===== src/rtl/avmm_mem_arbiter_if.sv =====
`default_nettype none
// +--------------------------------------------------------------------+
// | avmm_mem_arbiter_if: two AVMM host ports plus one memory port      |
// | Rev 1.0                                                            |
// +--------------------------------------------------------------------+
interface avmm_mem_arbiter_if #(
  parameter int ADDR_W = 8,
  parameter int DATA_W = 32
);
  logic [ADDR_W-1:0] h0_address;
  logic              h0_read;
  logic              h0_write;
  logic [DATA_W-1:0] h0_writedata;
  logic              h0_waitrequest;
  logic [DATA_W-1:0] h0_readdata;
  logic              h0_readdatavalid;

  logic [ADDR_W-1:0] h1_address;
  logic              h1_read;
  logic              h1_write;
  logic [DATA_W-1:0] h1_writedata;
  logic              h1_waitrequest;
  logic [DATA_W-1:0] h1_readdata;
  logic              h1_readdatavalid;

  logic [ADDR_W-1:0] m_address;
  logic              m_read;
  logic              m_write;
  logic [DATA_W-1:0] m_writedata;
  logic [DATA_W-1:0] m_readdata;

  // Arbiter side: takes host commands and memory read data.
  modport slave (
    input  h0_address, h0_read, h0_write, h0_writedata,
    output h0_waitrequest, h0_readdata, h0_readdatavalid,
    input  h1_address, h1_read, h1_write, h1_writedata,
    output h1_waitrequest, h1_readdata, h1_readdatavalid,
    output m_address, m_read, m_write, m_writedata,
    input  m_readdata
  );

  // Environment side: the two hosts and the memory.
  modport master (
    output h0_address, h0_read, h0_write, h0_writedata,
    input  h0_waitrequest, h0_readdata, h0_readdatavalid,
    output h1_address, h1_read, h1_write, h1_writedata,
    input  h1_waitrequest, h1_readdata, h1_readdatavalid,
    input  m_address, m_read, m_write, m_writedata,
    output m_readdata
  );
endinterface
`default_nettype wire


===== src/rtl/avmm_mem_arbiter.sv =====
`default_nettype none
// +--------------------------------------------------------------------+
// | avmm_mem_arbiter: round-robin arbiter, two AVMM hosts to one memory |
// | Rev 1.0                                                            |
// +--------------------------------------------------------------------+
module avmm_mem_arbiter #(
  parameter int ADDR_W     = 8,
  parameter int DATA_W     = 32,
  parameter int FIRST_PRIO = 0
) (
  input  logic                 clk,
  input  logic                 rst_n,
  avmm_mem_arbiter_if.slave    bus
);

  typedef enum logic [1:0] {
    IDLE   = 2'd0,
    ISSUE  = 2'd1,
    RDWAIT = 2'd2
  } state_t;

  localparam logic RESET_PTR = (FIRST_PRIO != 0);

  state_t            state;
  logic              rr_ptr;   // 1 = host 1 favoured on a tie
  logic              winner;   // host owning the transaction in flight

  logic              req0;
  logic              req1;
  logic              grant1;
  logic [ADDR_W-1:0] sel_address;
  logic [DATA_W-1:0] sel_writedata;
  logic              sel_read;
  logic              sel_write;

  always_comb begin
    req0          = bus.h0_read | bus.h0_write;
    req1          = bus.h1_read | bus.h1_write;
    grant1        = req1 & (~req0 | rr_ptr);
    sel_address   = grant1 ? bus.h1_address   : bus.h0_address;
    sel_writedata = grant1 ? bus.h1_writedata : bus.h0_writedata;
    sel_write     = grant1 ? bus.h1_write     : bus.h0_write;
    sel_read      = grant1 ? bus.h1_read      : bus.h0_read;
  end

  always_ff @(posedge clk) begin
    if (!rst_n) begin
      state                <= IDLE;
      rr_ptr               <= RESET_PTR;
      winner               <= 1'b0;
      bus.h0_waitrequest   <= 1'b1;
      bus.h1_waitrequest   <= 1'b1;
      bus.h0_readdatavalid <= 1'b0;
      bus.h1_readdatavalid <= 1'b0;
      bus.h0_readdata      <= '0;
      bus.h1_readdata      <= '0;
      bus.m_read           <= 1'b0;
      bus.m_write          <= 1'b0;
      bus.m_address        <= '0;
      bus.m_writedata      <= '0;
    end else begin
      bus.h0_readdatavalid <= 1'b0;
      bus.h1_readdatavalid <= 1'b0;
      case (state)
        IDLE: begin
          if (req0 | req1) begin
            winner             <= grant1;
            rr_ptr             <= ~grant1;
            bus.m_address      <= sel_address;
            bus.m_writedata    <= sel_writedata;
            // A write with read also asserted is issued as a write only.
            bus.m_write        <= sel_write;
            bus.m_read         <= sel_read & ~sel_write;
            bus.h0_waitrequest <= grant1;
            bus.h1_waitrequest <= ~grant1;
            state              <= ISSUE;
          end
        end
        ISSUE: begin
          bus.h0_waitrequest <= 1'b1;
          bus.h1_waitrequest <= 1'b1;
          bus.m_read         <= 1'b0;
          bus.m_write        <= 1'b0;
          state              <= bus.m_write ? IDLE : RDWAIT;
        end
        RDWAIT: begin
          if (winner) begin
            bus.h1_readdata      <= bus.m_readdata;
            bus.h1_readdatavalid <= 1'b1;
          end else begin
            bus.h0_readdata      <= bus.m_readdata;
            bus.h0_readdatavalid <= 1'b1;
          end
          state <= IDLE;
        end
        default: state <= IDLE;
      endcase
    end
  end

endmodule
`default_nettype wire


===== src/flat_wrapper.sv =====
// flat-port wrapper written by rule: the top's interface ports become plain ports
module avmm_mem_arbiter_flat 
#(
  parameter int ADDR_W     = 8,
  parameter int DATA_W     = 32,
  parameter int FIRST_PRIO = 0
)
  (clk, rst_n, bus_h0_address, bus_h0_read, bus_h0_write, bus_h0_writedata, bus_h0_waitrequest, bus_h0_readdata, bus_h0_readdatavalid, bus_h1_address, bus_h1_read, bus_h1_write, bus_h1_writedata, bus_h1_waitrequest, bus_h1_readdata, bus_h1_readdatavalid, bus_m_address, bus_m_read, bus_m_write, bus_m_writedata, bus_m_readdata);
  avmm_mem_arbiter_if #(.ADDR_W(ADDR_W), .DATA_W(DATA_W)) bus_i ();
  input  logic clk;
  input  logic rst_n;
  input wire logic [$bits(bus_i.h0_address)-1:0] bus_h0_address;
  input wire logic [$bits(bus_i.h0_read)-1:0] bus_h0_read;
  input wire logic [$bits(bus_i.h0_write)-1:0] bus_h0_write;
  input wire logic [$bits(bus_i.h0_writedata)-1:0] bus_h0_writedata;
  output wire logic [$bits(bus_i.h0_waitrequest)-1:0] bus_h0_waitrequest;
  output wire logic [$bits(bus_i.h0_readdata)-1:0] bus_h0_readdata;
  output wire logic [$bits(bus_i.h0_readdatavalid)-1:0] bus_h0_readdatavalid;
  input wire logic [$bits(bus_i.h1_address)-1:0] bus_h1_address;
  input wire logic [$bits(bus_i.h1_read)-1:0] bus_h1_read;
  input wire logic [$bits(bus_i.h1_write)-1:0] bus_h1_write;
  input wire logic [$bits(bus_i.h1_writedata)-1:0] bus_h1_writedata;
  output wire logic [$bits(bus_i.h1_waitrequest)-1:0] bus_h1_waitrequest;
  output wire logic [$bits(bus_i.h1_readdata)-1:0] bus_h1_readdata;
  output wire logic [$bits(bus_i.h1_readdatavalid)-1:0] bus_h1_readdatavalid;
  output wire logic [$bits(bus_i.m_address)-1:0] bus_m_address;
  output wire logic [$bits(bus_i.m_read)-1:0] bus_m_read;
  output wire logic [$bits(bus_i.m_write)-1:0] bus_m_write;
  output wire logic [$bits(bus_i.m_writedata)-1:0] bus_m_writedata;
  input wire logic [$bits(bus_i.m_readdata)-1:0] bus_m_readdata;
  assign bus_i.h0_address = bus_h0_address;
  assign bus_i.h0_read = bus_h0_read;
  assign bus_i.h0_write = bus_h0_write;
  assign bus_i.h0_writedata = bus_h0_writedata;
  assign bus_h0_waitrequest = bus_i.h0_waitrequest;
  assign bus_h0_readdata = bus_i.h0_readdata;
  assign bus_h0_readdatavalid = bus_i.h0_readdatavalid;
  assign bus_i.h1_address = bus_h1_address;
  assign bus_i.h1_read = bus_h1_read;
  assign bus_i.h1_write = bus_h1_write;
  assign bus_i.h1_writedata = bus_h1_writedata;
  assign bus_h1_waitrequest = bus_i.h1_waitrequest;
  assign bus_h1_readdata = bus_i.h1_readdata;
  assign bus_h1_readdatavalid = bus_i.h1_readdatavalid;
  assign bus_m_address = bus_i.m_address;
  assign bus_m_read = bus_i.m_read;
  assign bus_m_write = bus_i.m_write;
  assign bus_m_writedata = bus_i.m_writedata;
  assign bus_i.m_readdata = bus_m_readdata;
  avmm_mem_arbiter #(.ADDR_W(ADDR_W), .DATA_W(DATA_W), .FIRST_PRIO(FIRST_PRIO)) u_core (.clk(clk), .rst_n(rst_n), .bus(bus_i));
endmodule

===== config.mk =====
export PLATFORM = sky130hd
export DESIGN_NAME = avmm_mem_arbiter_flat
export DESIGN_NICKNAME = d
export VERILOG_FILES = /design/src/rtl/avmm_mem_arbiter_if.sv /design/src/rtl/avmm_mem_arbiter.sv /design/src/flat_wrapper.sv
export SDC_FILE = /design/constraint.sdc
export NUM_CORES = 1
export LEC_CHECK = 0
export CAP_MARGIN = 20
export CORE_AREA = 2 2 125 127
export DETAILED_ROUTE_END_ITERATION = 10
export DIE_AREA = 0 0 127 129
export GPL_TIMING_DRIVEN = 0
export PLACE_DENSITY = 0.75
export SLEW_MARGIN = 10
export SYNTH_ARGS = -nofsm -noshare
export SYNTH_HDL_FRONTEND = slang
export SYNTH_SLANG_ARGS = --single-unit

===== constraint.sdc =====
create_clock -name clk -period 2.3 [get_ports clk]
set_input_delay 0.46 -clock clk [delete_from_list [all_inputs] [get_ports clk]]
set_output_delay 0.46 -clock clk [all_outputs]
set_load 0.03 [all_outputs]

# [Word-level counts from Yosys, hierarchy flattened]
# Index checks and enable logic that the tools add are counted.
[totals] inputBits=118 latchBits=0 ramBits=0 n_memories=0 regBits=114 out_inout_bits=110 wordCells=50 rom_bits=0
[op_classes] multipliers=0 bitwise_logic=10 add_sub_neg=0 shifts=0 magnitude_cmp=0 n_reduce_logical=7 mux=17 n_eq_ne=3 div=0
[ops] operator="$mux W32" n=1
[ops] operator="$reduce_and A2 Y1" n=5
[ops] operator="$mux W1" n=8
[ops] operator="$mux W8" n=1
[ops] operator="$pmux W1 S2" n=4
[ops] operator="$mux W2" n=2
[ops] operator="$not A1 Y1" n=4
[ops] operator="$or A1 B1 Y1" n=4
[ops] operator="$pmux W2 S2" n=1
[ops] operator="$and A1 B1 Y1" n=2
[ops] operator="$eq A2 B1 Y1 const B" n=1
[ops] operator="$eq A2 B2 Y1 const B" n=1
[ops] operator="$logic_not A2 Y1" n=1
[ops] operator="$ne A2 B1 Y1 const B" n=1
[ops] operator="$reduce_bool A2 Y1" n=1

# [Logic depth before layout (Yosys ltp)]
[logic_depth] depth_word=9 depth_mapped=6 ltp_nobuf=4

# [Worst setup path after synthesis]
# No wires, ideal clock.
[synth_timing] path_type="in2reg" startpoint="input port bus_h1_read" endpoint="register u_core.bus.h0_waitrequest" path_slack_ps=904 t_arrival_ps=1271 stages=6 t_required_ps=2175 setup_ps=125 path_buffers=2 path_cell_list="nor4_4 > or3_1 > buf_6 > buf_6 > o22ai_1 > nand2_1"
[synth_between] elab_chain_cells=4 word_cells_on_any_way=7 cone_classes="1 x eq/ne; 2 x mux; 3 x bitwise; 1 x reduce/logical"
[synth_lines] element="start, declared" line_no="flat_wrapper.sv:20" rtl="input wire logic [$bits(bus_i.h1_read)-1:0] bus_h1_read;"
[synth_lines] element="$or A1 B1 Y1 *" line_no="avmm_mem_arbiter.sv:38" rtl="req1 = bus.h1_read | bus.h1_write;"
[synth_lines] element="$and A1 B1 Y1 / $or A1 B1 Y1 (equally long branches)" line_no="avmm_mem_arbiter.sv:39, avmm_mem_arbiter.sv:66"
[synth_lines] element="$mux W1 / $ne A2 B1 Y1 (equally long branches)"
[synth_lines] element="$pmux W1 S2 / $reduce_and A2 Y1 (equally long branches)"
[synth_lines] element="end signal, assigned" line_no="avmm_mem_arbiter.sv:74" rtl="bus.h0_waitrequest <= grant1;"
[synth_lines] element="end, declared" line_no="avmm_mem_arbiter_if.sv:35" rtl="output h0_waitrequest, h0_readdata, h0_readdatavalid,"
# Mark *: on every way between the ends. The rest lies on a longest branch, timed or not. The select of a mux whose other input is x is not followed.
# A chain may end at the register's enable or synchronous reset.

# [Final worst setup path]
[layout_timing] startpoint="register u_core.bus.h0_readdata[0]" endpoint="output port bus_h0_readdata[0]"
[layout_lines] element="start, declared" line_no="avmm_mem_arbiter_if.sv:35"
[layout_lines] element="start signal, assigned" line_no="avmm_mem_arbiter.sv:91" rtl="bus.h0_readdata <= bus.m_readdata;"
[layout_lines] element="end, declared" line_no="flat_wrapper.sv:17" rtl="output wire logic [$bits(bus_i.h0_readdata)-1:0] bus_h0_readdata;"
# No word-level cell between the ends.

==> results <==
- The run finished with clean final reports.
- In this run, post-CTS hold repair placed 0 buffers.
- The cell count of the worst hold path is 2.
- The deepest level of the CTS H-tree is 4.
- The clock period minus worst slack is 1.94 ns.
- The number of search-and-repair iterations in the first detailed-routing pass is 4.
- Walking the worst path, the cells encountered are clkdlybuf4s50_1.
- The number of cells produced by synthesis is roughly 550.
- The worst hold path belongs to the class input port to register.
- The critical path launch point type is a register.
- The number of buffers added on ports is 226.
- Yosys mapped the design onto 25 distinct sky130hd cell types.
- In the final layout, the share of cells above drive strength 1 is 0.0683.
- The post-CTS setup buffer count is 0.
- The hold path endpoint is u_core.bus.h0_waitrequest$_SDFFE_PN1P_.
- Wires add up to 14900 um.
- The number of resized instances in the post-cts repair step is 0.
- The starting density of the core is 0.297.
- The highest ir drop seen on vdd is 0.415 mV.
- The tree built by TritonCTS fans out to ~110 sinks.
- The number of buffers and inverters on the critical path is 1.
- Setup repair after global routing left no endpoint under its margin.
- The TritonCTS buffer count is 17.
- The DRC violation count after routing is 0.
- The highest metal layer used by the detailed router is met4.
- After detailed routing, the number of vias per cell comes to about 4.6.
- In the finished design, the share of the clock period the worst path needs comes to 0.843.
- The number of nets in the layout is 910.
- The worst register-to-register path ends at u_core.bus.m_writedata[7]$_SDFFE_PN0P_.
- The initial antenna violation count is 0.
- The row count is 45.
- The highest-delay cell along the critical path is sky130_fd_sc_hd__clkdlybuf4s50_1.
- The synthesized design contains between 100 and 150 register bits.
- The via count is 4614.
- Setup slack on the worst reg-to-reg path comes out at 0.69 ns.
- Compared with the post-synthesis result, the final layout area differs by 68.6%.
- The final standard cell utilization of the core is 0.501.
- After the first detailed-routing iteration, the DRC count stood at 183.
- In this run the remaining antenna-violating nets after routing total 0.
- Summed over all nets, the half-perimeter wirelength after detailed placement is between 10000 and 15000 um.
- The via count of the first global-routing pass is 4548.
- Across the run, the number of max-cap violations was 0.
- The maximum number of pins on one net before global-route repair is 17.
- The family of cells with the greatest summed delay on the critical path is buffers and inverters.
- Timing would allow up to between 0.5 and 0.6 GHz.
- The final count of negative-setup-slack endpoints is 0.
- The detailed router put a total of 6510 um of wire on met1.
- The average cell area after synthesis is 8.14 sq um.
- The cell leakage power is about 2.7 nW.
- TritonCTS built the clock tree.
- The count of synthesis-stage warnings from yosys is 0.
- The element type at the critical path end is an output port.
- Along the worst path, the maximum fanout reaches 2.
- At the pin with the least slew margin, the transition time is about 0.52 ns.
- The number of diodes added for antenna fixing is 0.
- The critical path required time is 1.84 ns.
- For this run, the total global-route usage over all layers was measured as 0.182.
- The worst setup path is of the register to output port kind.
- The maximum buffer depth of the clock tree is 2.
- The number of nets in the synthesized netlist is 665.
- The die is 129 um tall.
- At the end of routability-driven placement, the weighted congestion stood at 0.766.
- After global routing the overflow that remains totals 0.
- Dividing total power by cell area gives a power density of 792 nW/um^2.
- The die covers 16400 sq um.
- The width of the die is 127 um.
- At the later pin of the worst-skew pair, clock insertion delay measures about 0.41 ns.
- The root cell of the clock tree is sky130_fd_sc_hd__clkbuf_16.
- The total negative slack for setup checks is 0 ns.
- Dividing the detail-routed wire length by the instance count gives 15.0 um.
- The count of boundary I/O pins is 228.
- After floorplanning, the core was sized to cover 15000 sq um.
- In this run the most critical hold path is launched from rst_n.
- The routed length on met3 is 1270 um.
- The worst register-to-register path has a depth of 4.
- The startpoint of the lowest-slack register-to-register path is u_core.state[1]$_SDFFE_PN0P_.
- The worst slew margin relative to its limit is 0.655.
- The number of hold-slack violations in the final timing report is 0.
- The worst path arrival time is 1.48 ns.
- The clock-pin slew on the worst setup and hold paths is 0.05 ns.
- The clock tree skew after final layout is 0.00711 ns.
- The first global-routing pass estimated 23300 um of wire.
- The count of pins over their slew limit came to 0.
- In this design, the stage delay of the slowest critical-path cell is approximately 0.7 ns.
- The area of the mapped netlist is 4450 sq um.
- The overall power of the completed layout is a little under 0.006 W.
- Detailed routing placed a total of between 6000 and 7000 um of wire on met2.
- Of the synthesized area, sequential elements account for 0.513.
per-layer routing:
metal | up-vias | track usage
li1 | 2326 | -
met1 | 2092 | 0.212
met2 | 185 | 0.308
met3 | 11 | 0.0773
met4 | 0 | 0.0498
met5 | - | 0
cells by family after synthesis:
family	synth area share
AO/OA/AOI/OAI	0.262
AND/OR/NAND/NOR	0.175
buffers and inverters	0.0503
flip-flops	0.513
layout by cell type, fill, tap and decap left out, types with 2 or more instances in the layout:
master                              n
sky130_fd_sc_hd__o21ai_0           41
sky130_fd_sc_hd__nor2_1             2
sky130_fd_sc_hd__a21boi_0          65
sky130_fd_sc_hd__clkbuf_8           3
sky130_fd_sc_hd__nor2b_1            2
sky130_fd_sc_hd__clkinvlp_4         2
sky130_fd_sc_hd__o22ai_1            3
sky130_fd_sc_hd__o2bb2ai_1          2
sky130_fd_sc_hd__buf_6              5
sky130_fd_sc_hd__and2_1             3
sky130_fd_sc_hd__clkdlybuf4s50_1  226
sky130_fd_sc_hd__nand2_1          176
sky130_fd_sc_hd__dfxtp_1          114
sky130_fd_sc_hd__buf_2             17
sky130_fd_sc_hd__clkbuf_16         17
sky130_fd_sc_hd__clkinv_2           6
sky130_fd_sc_hd__clkbuf_1          23
sky130_fd_sc_hd__a21oi_1           84
cell type report:
class,instances,area (sq um)
plain buffers,43,220
clock buffers,22,474
clock inverters,10,83.8
fillers,1459,7470
inverters,1,3.75
multi-input cells,389,1950
flip-flops and latches,114,2280
well taps,188,235
repair buffers,226,2260
cells in the mapped netlist:
| master | n | area share |
|---|---|---|
| sky130_fd_sc_hd__nand2_1 | 176 | 0.15 |
| sky130_fd_sc_hd__dfxtp_1 | 114 | 0.51 |
| sky130_fd_sc_hd__a21oi_1 | 84 | 0.094 |
| sky130_fd_sc_hd__a21boi_0 | 65 | 0.11 |
| sky130_fd_sc_hd__o21ai_0 | 41 | 0.046 |
| sky130_fd_sc_hd__clkbuf_1 | 21 | 0.018 |
| sky130_fd_sc_hd__buf_2 | 17 | 0.019 |
| sky130_fd_sc_hd__buf_6 | 5 | 0.013 |
| sky130_fd_sc_hd__and2_1 | 3 | 0.0042 |
| sky130_fd_sc_hd__o22ai_1 | 3 | 0.0042 |
| sky130_fd_sc_hd__nor2_1 | 2 | 0.0017 |
| sky130_fd_sc_hd__nor2b_1 | 2 | 0.0028 |
| sky130_fd_sc_hd__o2bb2ai_1 | 2 | 0.0039 |
| sky130_fd_sc_hd__and3_1 | 1 | 0.0014 |
| sky130_fd_sc_hd__inv_1 | 1 | 0.00084 |
| sky130_fd_sc_hd__nand2b_1 | 1 | 0.0014 |
| sky130_fd_sc_hd__nand3_1 | 1 | 0.0011 |
| sky130_fd_sc_hd__nand3b_1 | 1 | 0.0017 |
| sky130_fd_sc_hd__nor3_1 | 1 | 0.0011 |
| sky130_fd_sc_hd__nor3_2 | 1 | 0.0022 |
| sky130_fd_sc_hd__nor3b_2 | 1 | 0.0028 |
| sky130_fd_sc_hd__nor4_4 | 1 | 0.0048 |
| sky130_fd_sc_hd__o21bai_1 | 1 | 0.0017 |
| sky130_fd_sc_hd__o22a_1 | 1 | 0.0020 |
| sky130_fd_sc_hd__or3_1 | 1 | 0.0014 |
power by group:
| group | internal (W) | total, W | switching, W | leakage [nW] |
|---|---|---|---|---|
| Clock | 0.00156 | 0.00247 | 0.000910 | 0.275 |
| Combinational | 0.000576 | 0.00128 | 0.000700 | 1.51 |
| Sequential | 0.00212 | 0.00220 | 0.0000779 | 0.932 |
sequential cells by signal, indices dropped and copies added, names as in the netlist:
name / cells
u_core.state: 2
u_core.bus.h0_readdatavalid: 1
u_core.bus.m_read: 1
u_core.bus.h0_waitrequest: 1
u_core.bus.h1_waitrequest: 1
u_core.winner: 1
u_core.bus.m_write: 1
u_core.bus.h0_readdata: 32
u_core.rr_ptr: 1
u_core.bus.m_address: 8
u_core.bus.h1_readdatavalid: 1
u_core.bus.h1_readdata: 32
u_core.bus.m_writedata: 32
metrics by stage:
stage | hold WS (ns) | instances | worst slack (ns) | cell area (sq um)
final | 0.403 | 993 | 0.361 | 7510
after global routing | 0.423 | 993 | 0.168 | 7510
after CTS | 0.388 | 993 | 0.317 | 7510
after detailed placement | 0.456 | 961 | -0.0767 | 6950
after global placement | 0.442 | 961 | -0.0440 | 6950
after floorplan | 0.470 | 547 | 0.904 | 4450
how the worst max path moves through the flow:
| stage | start | to | slack [ns] | depth (start not counted) |
|---|---|---|---|---|
| after CTS | u_core.bus.m_write$_SDFFE_PN0P_ | bus_m_write | 0.32 | 1 |
| after global routing | bus_h1_read | u_core.rr_ptr$_SDFFE_PN0P_ | 0.17 | 6 |
| after floorplan | bus_h1_read | u_core.bus.h0_waitrequest$_SDFFE_PN1P_ | 0.90 | 6 |
| final | u_core.bus.h0_readdata[0]$_SDFFE_PN0P_ | bus_h0_readdata[0] | 0.36 | 1 |
| after detailed placement | bus_h1_write | u_core.bus.m_writedata[5]$_SDFFE_PN0P_ | -0.08 | 6 |
| after global placement | bus_h1_write | u_core.bus.m_writedata[5]$_SDFFE_PN0P_ | -0.04 | 6 |
Note: power is estimated with default switching activity, not from simulation.
